==> config.mk <==
export PLATFORM = sky130hd
export DESIGN_NAME = packet_matrix_arbiter
export DESIGN_NICKNAME = d
export VERILOG_FILES = /design/src/rtl/packet_matrix_arbiter.sv
export SDC_FILE = /design/constraint.sdc
export NUM_CORES = 1
export LEC_CHECK = 0
export ABC_AREA = 0
export BUFFER_PORTS_ARGS = -buffer_cell sky130_fd_sc_hd__clkbuf_2
export CELL_PAD_IN_SITES_DETAIL_PLACEMENT = 0
export CELL_PAD_IN_SITES_GLOBAL_PLACEMENT = 2
export CORE_MARGIN = 2
export CORE_UTILIZATION = 29
export CTS_CLUSTER_SIZE = 10
export DETAILED_ROUTE_END_ITERATION = 12
export PLACE_DENSITY = 0.78
export SLEW_MARGIN = 40
export SYNTH_ARGS = -nofsm -noshare
export SYNTH_HDL_FRONTEND = slang
export SYNTH_SLANG_ARGS = --single-unit
==> constraint.sdc <==
create_clock -name clk -period 1.93 [get_ports clk]
set_input_delay 0.193 -clock clk [delete_from_list [all_inputs] [get_ports clk]]
set_output_delay 0.193 -clock clk [all_outputs]
set_load 0.05 [all_outputs]
==> src/rtl/packet_matrix_arbiter.sv <==
// Least-recently-granted matrix arbiter with packet locking for a NoC output port.
// Optional stall watchdog enabled by defining PACKET_MATRIX_ARBITER_WATCHDOG_EN.
module packet_matrix_arbiter #(
  parameter int NUM      = 4,
  parameter int MAX_LOCK = 255,
  parameter int IDX_W    = (NUM > 1) ? $clog2(NUM) : 1
) (
  input  logic             clk,
  input  logic             rst,
  input  logic [NUM-1:0]   i_req,
  input  logic [NUM-1:0]   i_last,
  input  logic             i_ready,
  output logic [NUM-1:0]   o_gnt,
  output logic [IDX_W-1:0] o_gnt_idx,
  output logic             o_locked,
  output logic             o_timeout
);

  localparam int PAIRS = (NUM > 1) ? NUM * (NUM - 1) / 2 : 1;
  localparam int PW    = (PAIRS > 1) ? $clog2(PAIRS) : 1;

  typedef enum logic {S_UNLOCKED, S_LOCKED} state_t;

  state_t             r_state, w_next_state;
  logic [PAIRS-1:0]   r_tri;
  logic [IDX_W-1:0]   r_owner;
  logic [NUM-1:0]     w_beaten_by [NUM];
  logic [NUM-1:0]     w_arb, w_owner_oh, w_gnt;
  logic [IDX_W-1:0]   w_idx;
  logic               w_xfer, w_last, w_release, w_expire;

  // Upper triangle only: bit (i,j) with i<j holds m[i][j]; m[j][i] is its inverse.
  function automatic logic [PW-1:0] pair_idx(input int i, input int j);
    return PW'(i * NUM - (i * (i + 1)) / 2 + (j - i - 1));
  endfunction

  always_comb begin
    for (int i = 0; i < NUM; i++) begin
      w_beaten_by[i] = '0;
      for (int j = 0; j < NUM; j++) begin
        if (j < i)      w_beaten_by[i][j] = r_tri[pair_idx(j, i)];
        else if (j > i) w_beaten_by[i][j] = ~r_tri[pair_idx(i, j)];
      end
    end
  end

  always_comb begin
    w_arb      = '0;
    w_owner_oh = '0;
    for (int i = 0; i < NUM; i++) begin
      w_arb[i]      = i_req[i] & ~|(i_req & w_beaten_by[i]);
      w_owner_oh[i] = (r_owner == IDX_W'(i));
    end
  end

  always_comb begin
    if (rst)                      w_gnt = '0;
    else if (r_state == S_LOCKED) w_gnt = w_owner_oh;
    else                          w_gnt = w_arb;
    w_idx = '0;
    for (int i = 0; i < NUM; i++)
      if (w_gnt[i]) w_idx = IDX_W'(i);
  end

  assign w_xfer    = |(w_gnt & i_req) & i_ready;
  assign w_last    = |(w_gnt & i_last);
  assign o_gnt     = w_gnt;
  assign o_gnt_idx = w_idx;
  assign o_locked  = (r_state == S_LOCKED) & ~rst;

  always_comb begin
    w_next_state = r_state;
    w_release    = 1'b0;
    case (r_state)
      S_UNLOCKED: begin
        if (w_xfer && w_last)  w_release = 1'b1;
        else if (w_xfer)       w_next_state = S_LOCKED;
      end
      S_LOCKED: begin
        if ((w_xfer && w_last) || w_expire) begin
          w_release    = 1'b1;
          w_next_state = S_UNLOCKED;
        end
      end
      default: w_next_state = S_UNLOCKED;
    endcase
  end

  // NOTE: sequential state uses non-blocking assignments so every flop samples pre-edge values.
  always_ff @(posedge clk) begin
    if (rst) begin
      r_state <= S_UNLOCKED;
      r_tri   <= '1;
      r_owner <= '0;
    end else begin
      r_state <= w_next_state;
      if (r_state == S_UNLOCKED && w_xfer && !w_last) r_owner <= w_idx;
      if (w_release) begin
        // Winner loses to everyone: m[w][j]=0, m[j][w]=1.
        for (int i = 0; i < NUM; i++)
          for (int j = i + 1; j < NUM; j++) begin
            if (IDX_W'(i) == w_idx)      r_tri[pair_idx(i, j)] <= 1'b0;
            else if (IDX_W'(j) == w_idx) r_tri[pair_idx(i, j)] <= 1'b1;
          end
      end
    end
  end

`ifdef PACKET_MATRIX_ARBITER_WATCHDOG_EN
  localparam int CNT_W = (MAX_LOCK > 1) ? $clog2(MAX_LOCK) : 1;

  logic [CNT_W-1:0] r_cnt;
  logic             r_timeout;

  // Expires on the MAX_LOCK-th consecutive stalled locked cycle; an xfer wins.
  assign w_expire  = (r_state == S_LOCKED) && !w_xfer && (r_cnt == CNT_W'(MAX_LOCK - 1));
  assign o_timeout = r_timeout & ~rst;

  always_ff @(posedge clk) begin
    if (rst) begin
      r_cnt     <= '0;
      r_timeout <= 1'b0;
    end else begin
      r_timeout <= w_expire;
      if (r_state == S_LOCKED && !w_xfer && !w_expire) r_cnt <= r_cnt + CNT_W'(1);
      else                                             r_cnt <= '0;
    end
  end
`else
  assign w_expire  = 1'b0;
  assign o_timeout = 1'b0;
`endif

endmodule

== After elaboration in Yosys (flattened, before gate mapping) ==
Index checks and enable logic that the tools add are counted.

* Equal/unequal tests: 6
* Multiplexer cells: 19
* Bitwise gates (word level): 20
* Reduce and logical (&&, ||, !) cells: 28

{| class="wikitable"
|+ Operators by type and width
! cell !! count
|-
| 4-bit OR reduction || 6
|-
| 4-bit bitwise AND || 5
|-
| 1-bit two-way mux || 14
|-
| 2-bit AND reduction || 6
|-
| 2-bit nonzero test || 6
|-
| 4-bit two-way mux || 2
|-
| 1-bit NOT || 8
|-
| 1-bit bitwise AND || 6
|-
| 1-bit logical NOT || 5
|-
| 4-bit by 3-bit bitwise AND with 4-bit output || 1
|-
| 2-bit == test (first input constant) || 2
|-
| 2-bit == test (second input constant) || 2
|-
| 2-bit logical NOT || 2
|-
| 2-bit two-way mux || 2
|-
| 1-bit logical AND || 3
|-
| 1-bit by 2-bit == test with 1-bit output (first input constant) || 1
|-
| 2-bit by 1-bit == test with 1-bit output (second input constant) || 1
|-
| 1-bit one-hot mux with 2 select lines || 1
|}

* Register bits: 9
* Output and inout port bits: 8

== Logic depth before layout (Yosys ltp) ==
* Depth in word-level cells: 13
* Mapped depth: 9

== Least setup slack after synthesis ==
OpenSTA, ideal clock, no wires.

* Kind: reg2reg
* Start point: register (tool-made name)
* End point: register r_tri[3]
* Data arrival time: 2.432 ns
* Data required time: 1.805 ns
* Slack: -0.628 ns
* Cell stages (with the launch flop): 10
* Path buffers: 0
* Period minus slack after synthesis: 2.558 ns
* Cell sequence: dfxtp_1 nor2b_2 and3_1 a21oi_1 nand2_1 inv_1 ha_1 inv_1 a311oi_1 a31oi_1

{| class="wikitable"
|+ RTL lines
! element !! line !! RTL
|-
| end signal, assigned || 93 || <nowiki>r_tri <= '1;</nowiki>
|-
| end signal, assigned by index || 102 || <nowiki>if (IDX_W'(i) == w_idx) r_tri[pair_idx(i, j)] <= 1'b0;</nowiki>
|-
| end signal, assigned by index || 103 || <nowiki>else if (IDX_W'(j) == w_idx) r_tri[pair_idx(i, j)] <= 1'b1;</nowiki>
|-
| end, declared || 25 || <nowiki>logic [PAIRS-1:0] r_tri;</nowiki>
|}

==> results.sh <==
export IMPL_p_leak_uw=0.000456
export IMPL_finalWeightedCongestion=0.756
export IMPL_hold_class="in2reg"
export IMPL_antennaDiodeCount=0
export IMPL_ys_seq_area_share_pct=24.2
export IMPL_peakVddDrop_uv=339
export IMPL_setup_worst_path_class="reg2reg"
export IMPL_die_height_um=54.6
export IMPL_drc=0
export IMPL_power_density_mw_per_mm2=596
export IMPL_clk_path_buf_depth=2
export IMPL_area_growth_pct=34.7
export IMPL_initial_utilization_pct=30.3
export IMPL_syn_nets=105
export IMPL_grt_pass1_wl_mm=3.30
export IMPL_rsz0062_at_grt="true"
export IMPL_timing_fmax_mhz=548
export IMPL_numClockSinks=9
export IMPL_htreeDepth=1
export IMPL_post_cts_resized=0
export IMPL_grt_max_degree=13
export IMPL_postCtsHoldBufs=0
export IMPL_grt_pass1_vias=712
export IMPL_arrival_ns=1.98
export IMPL_cts_tree="built"
export IMPL_ys_warnings_count=0
export IMPL_status="finished, final reports clean"
export IMPL_syn_area_per_cell_um2=8.26
export IMPL_root_buffer="clkbuf_4"
export IMPL_synth_top_area_share_pct=24.2
export IMPL_drv_cap=0
export IMPL_start_kind="register"
export IMPL_slew_viol_final=0
export IMPL_antenna_found_initial=0
export IMPL_die_x_um=54.6
export IMPL_drt_wirelength_per_cell_um=14.1
export IMPL_cpPeakStageDelay_ns=0.36
export IMPL_port_buffers=17
export IMPL_crit_required_ns=2.09
export IMPL_die_area_mm2=0.00298
export IMPL_yosysTopAreaCell="dfxtp_1"
export IMPL_core_area_mm2=0.00245
export IMPL_ys_ff_latch=9
export IMPL_worstPathCellList="a211oi_1, and2_1, a21oi_4, nand2_4, inv_4, ha_4, inv_1, a311oi_1, a31oi_1"
export IMPL_drive_gt1_share_pct=39.7
export IMPL_fin_util_pct=40.8
export IMPL_postSynthCellCount=90
export IMPL_nFillCells=258
export IMPL_cp_slowest_cell="dfxtp_2"
export IMPL_finalWirelength_mm=2.06
export IMPL_grt_remaining_overflow=0
export IMPL_numCtsBuffers=3
export IMPL_worstSetupEndpointType="register"
export IMPL_drt_initial_drc_count=23
export IMPL_synth_distinct_cells=32
export IMPL_setup_violations=0
export IMPL_clk_pin_slew_ns=0.06
export IMPL_rows=18
export IMPL_vias_per_cell=5.33
export IMPL_num_vias=778
export IMPL_final_nets=132
export IMPL_skew_ns=0.00344
export IMPL_synth_area_leaders="dfxtp_1 24%, ha_1 6.7%, a211oi_1 5.1%"
export IMPL_drtAntennaViolNets=0
export IMPL_min_period_ns=1.83
export IMPL_finalPower_uw=597
export IMPL_boundaryPins=19
export IMPL_clock_latency_ns=0.27
export IMPL_dpl_hpwl_mm=1.66
export IMPL_post_cts_setup_buffer_count=0
export IMPL_hold_viol=0
export IMPL_grtUsageTotal_pct=16.3
export IMPL_path_max_fanout=7
export IMPL_syn_area_um2=743
export IMPL_period_share_pct=94.6
export IMPL_first_pass_iters=4
[metal layers]
layer	track usage, %	wire length [um]	share of wire, %
met5	0	0	0
met4	11.3	69	3.3
met3	3.28	102	5.0
met2	25.2	965	47
met1	20.0	923	45
[worst max-delay path: cells and delay by family (launching register included)]
| kind | cells | cell delay, ns |
|---|---|---|
| flops | 1 | 0.36 |
| fa+ha+maj | 1 | 0.26 |
| simple gates | 2 | 0.35 |
| buf+inv | 2 | 0.09 |
| compound gates | 4 | 0.64 |
[layout make-up]
cell class | instances | area (um^2) | area share (%)
clock buffers | 4 | 26.3 | 2.63
inverters | 9 | 36.3 | 3.62
multi-input cells | 69 | 569 | 56.9
flip-flops and latches | 9 | 183 | 18.2
well taps | 30 | 37.5 | 3.75
repair buffers | 25 | 149 | 14.9
[cell usage after synthesis]
| cell | instances |
|---|---|
| ha_1 | 4 |
| nor2b_1 | 1 |
| o211a_1 | 1 |
| a21o_1 | 1 |
| buf_6 | 2 |
| conb_1 | 1 |
| and3_1 | 4 |
| nor2_2 | 1 |
| a21oi_1 | 5 |
| mux2_2 | 1 |
| mux2_1 | 1 |
| o21ai_1 | 4 |
| a41oi_2 | 1 |
| nand4_1 | 1 |
| a211oi_1 | 5 |
| nand2b_1 | 5 |
| nand3_1 | 4 |
| inv_1 | 9 |
| mux2i_1 | 2 |
| nand2_1 | 6 |
| o2111a_1 | 2 |
| dfxtp_1 | 9 |
| and3b_1 | 1 |
| a311oi_1 | 4 |
| buf_4 | 1 |
| a22oi_1 | 1 |
| nor3b_2 | 1 |
| a31oi_1 | 5 |
| a32oi_2 | 1 |
| nor2_1 | 2 |
| and2_1 | 3 |
| nor2b_2 | 1 |
[cells in the final DEF, fill, tap and decap left out, types with 2 or more instances in the layout]
master | synthesis | final
and2_1 | 3 | 3
buf_4 | 1 | 7
a31oi_1 | 5 | 5
clkbuf_4 | 0 | 3
dfxtp_2 | 0 | 2
ha_1 | 4 | 3
nand2_4 | 0 | 2
nand2_1 | 6 | 4
a311oi_2 | 0 | 2
and3_1 | 4 | 3
nand2b_1 | 5 | 5
dfxtp_1 | 9 | 7
a21oi_1 | 5 | 3
o2111a_1 | 2 | 2
a311oi_1 | 4 | 2
inv_1 | 9 | 8
nand3_1 | 4 | 4
mux2i_1 | 2 | 2
o21ai_1 | 4 | 4
a211oi_1 | 5 | 4
clkbuf_2 | 0 | 17
nor2_1 | 2 | 2
[where the power goes]
group	switching, uW	internal [uW]
logic	137	87.4
clock network	74.5	80.2
registers	18.0	200
total	230	367
[cell families (layout without fill, tap and decap cells)]
logic type / Yosys count / in the layout / synth area share [%]
other cells: 1 / 1 / 0.505
fa+ha+maj: 4 / 4 / 6.73
simple gates: 30 / 30 / 23.4
compound gates: 30 / 30 / 30.8
mux: 4 / 4 / 5.72
flops: 9 / 9 / 24.2
buf+inv: 12 / 38 / 8.59
[final timing paths]
kind | startpoint | to | slack (ns) | depth (start not counted)
setup / recovery | register | r_tri[3] | 0.10 | 9
hold / removal | rst | r_tri[5] | 0.36 | 3
setup reg to reg | register | r_tri[3] | 0.10 | 9
hold reg to reg | r_tri[5] | r_tri[5] | 0.55 | 2
[stage by stage]
step | setup WS, ns | instances | instance area [um^2] | setup TNS [ns] | hold WS [ns]
after floorplan | -0.0653 | 90 | 788 | -0.0653 | 0.383
after global placement | -0.0122 | 142 | 941 | -0.0122 | 0.545
after detailed placement | -0.0315 | 142 | 941 | -0.0315 | 0.540
after CTS | 0.0364 | 146 | 967 | 0 | 0.351
after global routing | -0.0152 | 146 | 1000 | -0.0163 | 0.386
final | 0.105 | 146 | 1000 | 0 | 0.357
(Power assumes the default switching activity.)
